## config.mk

```make
export PLATFORM = sky130hd
export DESIGN_NAME = tag_range_engine
export DESIGN_NICKNAME = d
export VERILOG_FILES = /design/src/rtl/tag_range_engine.sv
export SDC_FILE = /design/constraint.sdc
export NUM_CORES = 1
export LEC_CHECK = 0
export ABC_CLOCK_PERIOD_IN_PS = 3250
export CORE_UTILIZATION = 52
export CTS_CLUSTER_SIZE = 40
export DETAILED_ROUTE_END_ITERATION = 10
export PLACE_DENSITY = 0.93
export SYNTH_ARGS = -nofsm -noshare
export SYNTH_HDL_FRONTEND = slang
export SYNTH_SLANG_ARGS = --single-unit
```

## constraint.sdc

```tcl
create_clock -name clk -period 3.25 [get_ports clk]
set_clock_uncertainty 0.15 [all_clocks]
set_input_delay 0.325 -clock clk [delete_from_list [all_inputs] [get_ports clk]]
set_output_delay 0.325 -clock clk [all_outputs]
set_load 0.01 [all_outputs]
```

## src/rtl/tag_range_engine.sv

```systemverilog
// rtl/tag_range_engine.sv - command-driven SET/CLEAR/SCAN walker for the per-byte DIFT tag RAM
// Optional abort_i input is built in when TAG_RANGE_ENGINE_ABORT_EN is defined.
module tag_range_engine #(
    parameter int ADDR_WIDTH = 16,
    parameter int DATA_WIDTH = 32,
    parameter int LEN_WIDTH  = 16
) (
    input  logic                     clk,
    input  logic                     rstn_i,
    input  logic                     cmd_valid_i,
    output logic                     cmd_ready_o,
    input  logic [1:0]               cmd_op_i,
    input  logic [ADDR_WIDTH-1:0]    cmd_addr_i,
    input  logic [LEN_WIDTH-1:0]     cmd_len_i,
`ifdef TAG_RANGE_ENGINE_ABORT_EN
    input  logic                     abort_i,
`endif
    output logic                     busy_o,
    output logic                     done_o,
    output logic                     err_o,
    output logic                     scan_hit_o,
    output logic [ADDR_WIDTH-1:0]    scan_first_o,
    output logic [LEN_WIDTH:0]       scan_count_o,
    output logic                     tag_en_o,
    output logic                     tag_we_o,
    output logic [ADDR_WIDTH-1:0]    tag_addr_o,
    output logic                     tag_wdata_o,
    output logic [DATA_WIDTH/8-1:0]  tag_be_o,
    input  logic [DATA_WIDTH/8-1:0]  tag_rdata_i
);

    localparam int B  = DATA_WIDTH / 8;
    localparam int LB = $clog2(B);
    localparam int SW = ((ADDR_WIDTH > LEN_WIDTH) ? ADDR_WIDTH : LEN_WIDTH) + 1;
    localparam logic [ADDR_WIDTH-1:0] WORD_MASK = ~ADDR_WIDTH'(B - 1);
    localparam logic [B-1:0]          ALL_LANES = '1;

    typedef enum logic [1:0] {
        S_IDLE,
        S_RUN,
        S_DRAIN,
        S_DONE
    } state_t;

    state_t                  state_q, state_d;
    logic [1:0]              op_q;
    logic [ADDR_WIDTH-1:0]   cur_addr_q;
    logic [ADDR_WIDTH-1:0]   last_word_q;
    logic [LB-1:0]           start_lo_q;
    logic [LB-1:0]           end_lo_q;
    logic                    first_q;
    logic                    range_err_q;
    logic                    err_q;
    logic                    rd_valid_q;
    logic [B-1:0]            rd_mask_q;
    logic [ADDR_WIDTH-1:0]   rd_addr_q;
    logic                    hit_q;
    logic [ADDR_WIDTH-1:0]   first_addr_q;
    logic [LEN_WIDTH:0]      count_q;

    logic                    accept;
    logic                    run;
    logic                    is_scan;
    logic                    is_last;
    logic                    abort_hit;
    logic [SW-1:0]           end_full;
    logic                    over;
    logic [ADDR_WIDTH-1:0]   end_clamped;
    logic [B-1:0]            lane_mask;
    logic [B-1:0]            rd_masked;

    function automatic logic [LB:0] lane_popcount(input logic [B-1:0] v);
        logic [LB:0] n;
        n = '0;
        for (int i = 0; i < B; i++) begin
            n = n + (LB + 1)'(v[i]);
        end
        return n;
    endfunction

    function automatic logic [LB-1:0] lowest_lane(input logic [B-1:0] v);
        logic [LB-1:0] idx;
        idx = '0;
        for (int i = B - 1; i >= 0; i--) begin
            if (v[i]) begin
                idx = LB'(i);
            end
        end
        return idx;
    endfunction

    assign accept  = (state_q == S_IDLE) && cmd_valid_i;
    assign run     = (state_q == S_RUN);
    assign is_scan = op_q[1];
    assign is_last = (cur_addr_q == last_word_q);

`ifdef TAG_RANGE_ENGINE_ABORT_EN
    assign abort_hit = run && abort_i;
`else
    assign abort_hit = 1'b0;
`endif

    // End address is formed one bit wider than the address space so overflow is visible, then clamped.
    assign end_full    = SW'(cmd_addr_i) + SW'(cmd_len_i) - SW'(1);
    assign over        = |end_full[SW-1:ADDR_WIDTH];
    assign end_clamped = over ? '1 : end_full[ADDR_WIDTH-1:0];

    always_comb begin
        lane_mask = ALL_LANES;
        if (first_q) begin
            lane_mask = lane_mask & (ALL_LANES << start_lo_q);
        end
        if (is_last) begin
            lane_mask = lane_mask & (ALL_LANES >> (LB'(B - 1) - end_lo_q));
        end
    end

    always_comb begin
        state_d = state_q;
        case (state_q)
            S_IDLE: begin
                if (accept) begin
                    state_d = (cmd_len_i == '0) ? S_DONE : S_RUN;
                end
            end
            S_RUN: begin
                if (is_last || abort_hit) begin
                    state_d = is_scan ? S_DRAIN : S_DONE;
                end
            end
            S_DRAIN: state_d = S_DONE;
            S_DONE:  state_d = S_IDLE;
            default: state_d = S_IDLE;
        endcase
    end

    assign rd_masked = tag_rdata_i & rd_mask_q;

    always_ff @(posedge clk) begin
        if (!rstn_i) begin
            state_q      <= S_IDLE;
            op_q         <= '0;
            cur_addr_q   <= '0;
            last_word_q  <= '0;
            start_lo_q   <= '0;
            end_lo_q     <= '0;
            first_q      <= 1'b0;
            range_err_q  <= 1'b0;
            err_q        <= 1'b0;
            rd_valid_q   <= 1'b0;
            rd_mask_q    <= '0;
            rd_addr_q    <= '0;
            hit_q        <= 1'b0;
            first_addr_q <= '0;
            count_q      <= '0;
        end else begin
            state_q <= state_d;
            // Read pipeline stage: mask and word address travel with the read so they meet tag_rdata_i.
            rd_valid_q <= run && is_scan;
            rd_mask_q  <= lane_mask;
            rd_addr_q  <= cur_addr_q;
            if (accept) begin
                op_q         <= cmd_op_i;
                cur_addr_q   <= cmd_addr_i & WORD_MASK;
                last_word_q  <= end_clamped & WORD_MASK;
                start_lo_q   <= cmd_addr_i[LB-1:0];
                end_lo_q     <= end_clamped[LB-1:0];
                first_q      <= 1'b1;
                range_err_q  <= over;
                err_q        <= 1'b0;
                hit_q        <= 1'b0;
                first_addr_q <= '0;
                count_q      <= '0;
            end else begin
                if (run) begin
                    cur_addr_q <= cur_addr_q + ADDR_WIDTH'(B);
                    first_q    <= 1'b0;
                end
                if (abort_hit) begin
                    range_err_q <= 1'b1;
                end
                if (rd_valid_q) begin
                    count_q <= count_q + (LEN_WIDTH + 1)'(lane_popcount(rd_masked));
                    if (!hit_q && (|rd_masked)) begin
                        hit_q        <= 1'b1;
                        first_addr_q <= rd_addr_q + ADDR_WIDTH'(lowest_lane(rd_masked));
                    end
                end
                // Zero-length commands go IDLE->DONE and never raise an error.
                if ((state_d == S_DONE) && (run || (state_q == S_DRAIN))) begin
                    err_q <= range_err_q || abort_hit;
                end
            end
        end
    end

    assign cmd_ready_o  = (state_q == S_IDLE);
    assign busy_o       = (state_q != S_IDLE);
    assign done_o       = (state_q == S_DONE);
    assign err_o        = err_q;
    assign scan_hit_o   = hit_q;
    assign scan_first_o = first_addr_q;
    assign scan_count_o = count_q;

    assign tag_en_o    = run;
    assign tag_we_o    = run && !is_scan;
    assign tag_addr_o  = run ? cur_addr_q : '0;
    assign tag_wdata_o = run && !is_scan && op_q[0];
    assign tag_be_o    = run ? lane_mask : '0;

endmodule

```

==> flow_summary.toml, run 1 <==
[synthesis]
ys.flop_type = "dfxtp_1"
synth_top_area_share = 0.361
synth_seq_area_share = 0.361
syn_area_per_cell_um2 = 8.34
synth_edf_count = 0
ys_async_sr_fraction = 0
yosys.area.top_type = "dfxtp_1"
netlist_area_um2 = 5100
ys_warn_count = 0
synthTopCellsByArea = "dfxtp_1 (36%), ha_1 (9.1%), inv_1 (6.0%), xnor2_1 (5.0%), nor2_1 (4.4%)"
ys_ff_latch = 92
synthCells = 611
synth_cell_types = 48

[clock_tree]
clock_latency_ns = 0.35
cts_root_buf = "clkbuf_8"
numCtsBuffers = 9
h-tree-depth = 3
cts_tree = "done"
clk_pin_slew_worst_paths_ns = 0.08
clock_path_buffers = 2
numClockSinks = 92
postCtsSetupRepairBufs = 0

[grt]
grt_remaining_overflow = 0
grt_pass1_vias = 4444
grt_pass1_wl_um = 20300
grt_usage = 0.252
antenna_found_initial = 0
grt_max_degree = 35

[power_and_ir_drop]
clockPowerShare = 0.226
p_leak_nw = 2.68
pwr-share-seq = 0.407
ir_drop_mv = 0.293
p_per_area_nw_per_um2 = 556
swShare = 0.344
internal_power_mw = 2.38
p_comb_frac = 0.367
p_sw_mw = 1.25

[setup_path]
crit_path_max_fanout = 6
ff2ff_path_depth = 9
cp_slowest_cell = "fa_1"
crit_chain = "clkdlybuf4s50_1 -> nand2_1 -> fa_1 -> fa_1 -> inv_1 -> fa_1 -> nand3_1 -> or3_1 -> or3_1 -> a21oi_1"
cp.required_ns = 3.38
cpMostUsedCell = "fa_1"
max_stage_delay_ns = 0.50
cp_top_family = "adder cells"
crit_path_start_kind = "input pin"
cp.arrival_ns = 3.22
end_kind = "flip-flop"
crit_buf_inv = 2
path_class = "in -> reg"
worst-path-stages = 10

[sta]
worst_pin_slew_ns = 0.855
maxSlewHeadroom = 0.428
tns_ns = 0
period_share = 0.950
slew_viol_final = 0
hold_violations = 0
rsz0062_at_grt = "no"
setup_violations = 0
min_period_ns = 3.09
fmax_mhz = 324

[floorplanning]
core_area_um2 = 9370
num_rows = 35
io_pins = 102
initial_core_util = 0.544
die_area_um2 = 10200
die_w_um = 101
die_h_um = 101

[placement]
routabilityCongestion = 0.894
portBuffers = 99
place_area_um2 = 6300
dpl.hpwl_um = 9750

[route]
num_vias = 4597
drt-vias-per-instance = 5.38
remaining_drc_errors = 0
highest_layer = "met4"
met3WireLength_um = 750
ant_nets = 0
drtIter0Drc = 262
wl_met1_um = 5060
first_pass_iters = 4
wl_per_cell_um = 14.4
wl_met2_um = 6200
wirelength_um = 12300

[layout]
antenna_cells = 0
final_area_um2 = 6520
fillers = 723
fin_util = 0.696
nets = 802
drive_gt1_frac = 0.0731
syn_to_final_growth_pct = 27.9

[flow_run]
cap_viol_max_count = 0

[outcome]
status = "complete, no violations"

[hold_path]
holdPathStages = 2
hold_path_class = "reg -> reg"
==> flip-flops by register name, summed over array words and instances (netlist names) <==
signal and flops:
rd_addr_q 14, state_q 2, rd_valid_q 1, end_lo_q 2
first_q 1, range_err_q 1, scan_hit_o 1, start_lo_q 2
op_q 2, last_word_q 14, cur_addr_q 14, err_o 1
scan_first_o 16, rd_mask_q 4, scan_count_o 17
==> power by group through the flow <==
stage | logic (mW) | clock network [mW] | registers [mW]
global route | 1.47 | 0.885 | 1.50
global placement | 1.25 | 0 | 1.49
finish | 1.33 | 0.821 | 1.48
floorplan | 0.901 | 0 | 1.44
CTS | 1.33 | 0.832 | 1.47
detailed placement | 1.31 | 0 | 1.50
==> synthesized netlist by cell type, types with 2 or more instances <==
library cell	number
dfxtp_1	92
inv_1	82
nor2_1	60
ha_1	37
nand2_1	36
o21ai_0	33
a21oi_1	31
and2_1	31
xnor2_1	29
mux2i_1	19
xor2_1	19
clkbuf_1	18
nand3_1	18
a211oi_1	16
nand4_1	10
or3_1	10
a21oi_2	9
and3_1	6
a21o_1	4
fa_1	4
nor2b_1	4
nor3_1	4
nor4_1	4
nand2b_1	3
o2111ai_1	3
a311oi_1	2
buf_2	2
buf_4	2
o211ai_1	2
o221a_2	2
o31ai_1	2
==> routing by layer <==
layer  vias up  track usage
met5         -            0
met4         0        0.105
met3        32       0.0388
met2       154        0.456
met1      2152        0.297
li1       2259            -
==> final timing paths <==
check                endpoint            start  slack, ns
max reg2reg  scan_count_o[12]  scan_count_o[0]       0.31
min reg2reg           op_q[0]          op_q[0]       0.31
max          scan_count_o[12]   tag_rdata_i[0]       0.16
min                   op_q[0]          op_q[0]       0.31
==> cell families (layout without fill, tap and decap cells) <==
logic type	Yosys count	count (layout)	synth area share
AO/OA/AOI/OAI	113	113	0.143
AND/OR/NAND/NOR	190	190	0.183
adder cells (fa/ha/maj)	41	41	0.107
XOR/XNOR	48	48	0.0825
multiplexers	20	20	0.0403
buffers and inverters	106	219	0.0835
flip-flops	92	92	0.361
other	1	2	0.000736
==> placed cells by master (no fill, tap or decap), drive strengths merged, types with 2 or more instances in the layout <==
| master | n |
|---|---|
| conb | 2 |
| clkdlybuf4s50 | 99 |
| ha | 37 |
| a311oi | 2 |
| nor2 | 60 |
| nor2b | 4 |
| and3 | 6 |
| clkinv | 3 |
| xor2 | 19 |
| o31ai | 2 |
| o2111ai | 3 |
| mux2i | 19 |
| bufinv | 2 |
| buf | 22 |
| nor4 | 5 |
| a211oi | 16 |
| fa | 4 |
| dfxtp | 92 |
| and2 | 31 |
| clkbuf | 11 |
| a21oi | 40 |
| o211ai | 2 |
| o21ai | 33 |
| nand2b | 3 |
| nor3 | 4 |
| nand4 | 10 |
| or3 | 10 |
| xnor2 | 29 |
| inv | 82 |
| o221a | 2 |
| nand2 | 36 |
| nand3 | 18 |
| a21o | 4 |
==> worst reg2reg max path, cell delays in order (launching register included) <==
cell and delay [ns]:
dfxtp_1 0.37, inv_1 0.08, fa_1 0.50, fa_1 0.46
inv_1 0.09, fa_1 0.21, nand3_1 0.11, or3_1 0.45
or3_1 0.34, a21oi_1 0.14
==> layout make-up <==
type | count | area [um^2] | area share
well taps | 129 | 161 | 0.0248
clock inverters | 5 | 75.1 | 0.0115
flip-flops and latches | 92 | 1840 | 0.283
inverters | 82 | 308 | 0.0472
clock buffers | 11 | 141 | 0.0217
repair buffers | 121 | 1160 | 0.177
multi-input cells | 414 | 2830 | 0.435
==> per-stage QoR <==
step | total power [mW] | setup slack [ns] | instances | hold slack (ns)
floorplan | 2.34 | 0.370 | 612 | 0.282
global placement | 2.74 | -0.0849 | 838 | 0.289
detailed placement | 2.80 | -0.188 | 838 | 0.299
CTS | 3.63 | 0.173 | 854 | 0.311
global route | 3.85 | 0.00319 | 854 | 0.344
finish | 3.63 | 0.162 | 854 | 0.308
==> repair_timing <==
action | CTS | global route
gates resized for setup | 0 | 1
hold buffers | 0 | 0
setup endpoints to repair | 0 | 1
Power figures use the tool's default switching activity.
==> inputs of run 2 (changes only) <==
CAP_MARGIN = 10   (was not set)
==> results of run 2 <==
No change in the layout: final DEF, timing and power equal those of run 1.
==> inputs of run 3 (changes only) <==
PLACE_DENSITY = 0.85   (was 0.93)
==> flow_summary.toml, run 3 (same netlist as run 1, synthesis figures left out) <==
[clock_tree]
holdBufCountCts = 0
postCtsSetupRepairBufs = 0
numClockSinks = 92
cts_root_buf = "clkbuf_8"
cts.repair.resized = 0
numCtsBuffers = 9
clock_path_buffers = 2
clock_latency_ns = 0.36
clk_pin_slew_worst_paths_ns = 0.09
h-tree-depth = 3
cts_tree = "done"

[setup_path]
path_class = "in -> reg"
crit_path_max_fanout = 15
cp.arrival_ns = 3.18
crit_chain = "clkdlybuf4s50_1 -> inv_1 -> ha_1 -> inv_1 -> ha_1 -> a21o_1 -> a31o_1 -> or4_1 -> o22ai_2 -> mux2_4 -> o211ai_1"
cp_slowest_cell = "clkdlybuf4s50_1"
end_kind = "flip-flop"
cp.required_ns = 3.38
crit_path_start_kind = "input pin"
max_stage_delay_ns = 0.49

[layout]
layout_common_cells = "clkdlybuf4s50_1 (99), dfxtp_1 (92), inv_1 (82)"
layout_commonest_cell = "clkdlybuf4s50_1"
largest_reg_flops = 17
fin_util = 0.696
drive_gt1_frac = 0.0718
syn_to_final_growth_pct = 28.0
instances_no_fill = 853
nets = 801
antenna_cells = 0

[route]
wirelength_um = 11600
remaining_drc_errors = 0
wl_per_cell_um = 13.6
ant_nets = 0
drt-vias-per-instance = 5.26
first_pass_iters = 5
drtIter0Drc = 243
num_vias = 4485

[flow_run]
cap_viol_max_count = 0

[floorplanning]
die_h_um = 101
die_w_um = 101
die_area_um2 = 10200
num_rows = 35
initial_core_util = 0.544
io_pins = 102
core_area_um2 = 9370

[grt]
grt_max_degree = 39
grt_pass1_vias = 4206
grt_usage = 0.236
grt_busiest_layer = "met2"
grt_remaining_overflow = 0
grt_use_met1 = 0.288
met3_usage = 0.0451
met2_usage = 0.424
grt_pass1_wl_um = 18900
antenna_found_initial = 0

[sta]
maxSlewHeadroom = 0.519
rsz0062_at_grt = "no"
tns_ns = 0
timing.hold.ws_ns = 0.323
setup_violations = 0
min_period_ns = 3.04
slew_viol_final = 0
hold_violations = 0
period_share = 0.936
fmax_mhz = 329
worst_pin_slew_ns = 0.722
setup_ws_ns = 0.207

[outcome]
status = "complete, no violations"

[placement]
dpl.hpwl_um = 9130
pre_cts_ws_ns = -0.151
routabilityCongestion = 0.872
portBuffers = 99
place_inst = 837

[hold_path]
hold_path_class = "reg -> reg"

[power_and_ir_drop]
p_leak_nw = 2.67
ir_drop_mv = 0.226
p_per_area_nw_per_um2 = 560
==> run 3: cell types whose count changed in the layout (fill, tap and decap cells not counted) <==
cell and delta:
inv_6 +2, clkinv_2 -3, clkbuf_1 -1, clkinvlp_4 +1
dfxtp_1 +1, clkinv_4 +1, buf_4 -1, dfxtp_2 -1
==> run 3: layout make-up <==
| cell class | count | area [um^2] |
|---|---|---|
| clock buffer | 10 | 138 |
| clock inverter | 6 | 93.8 |
| fill | 741 | 2850 |
| inverter | 82 | 308 |
| multi-input combinational | 414 | 2830 |
| sequential | 92 | 1840 |
| tap | 129 | 161 |
| timing repair buffer | 120 | 1150 |
==> run 3: layer usage <==
layer  part of all wire  up-vias
met4              0.014        0
li1                   -     2246
met5                  0        -
met2               0.50      124
met3              0.045       14
met1               0.44     2101
==> run 3: worst paths after layout <==
path	cells after the start	from	slack, ns	to
worst max register to register	9	scan_count_o[0]	0.27	scan_count_o[14]
worst min register to register	2	rd_addr_q[6]	0.32	scan_first_o[6]
worst min-delay path	2	rd_addr_q[6]	0.32	scan_first_o[6]
worst max-delay path	11	cmd_addr_i[9]	0.21	last_word_q[15]
==> run 3: worst max-delay path: cells and delay by family <==
family | cells | cell delay, ns
AOI/OAI and AO/OA | 4 | 0.79
buffers and inverters | 3 | 0.59
adders and majority gates | 2 | 0.56
and+or+nand+nor | 1 | 0.48
muxes | 1 | 0.42
==> run 3: where the power goes <==
group,switching [mW],total [mW],internal [mW]
clock,0.412,0.872,0.461
sequential,0.169,1.47,1.30
combinational,0.692,1.31,0.619
==> run 3: stage by stage <==
stage	cell area, um^2	power, mW
4_1_cts	6530	3.66
6_report	6530	3.65
3_3_place_gp	6290	2.74
5_1_grt	6530	3.87
2_1_floorplan	5100	2.34
3_5_place_dp	6290	2.79
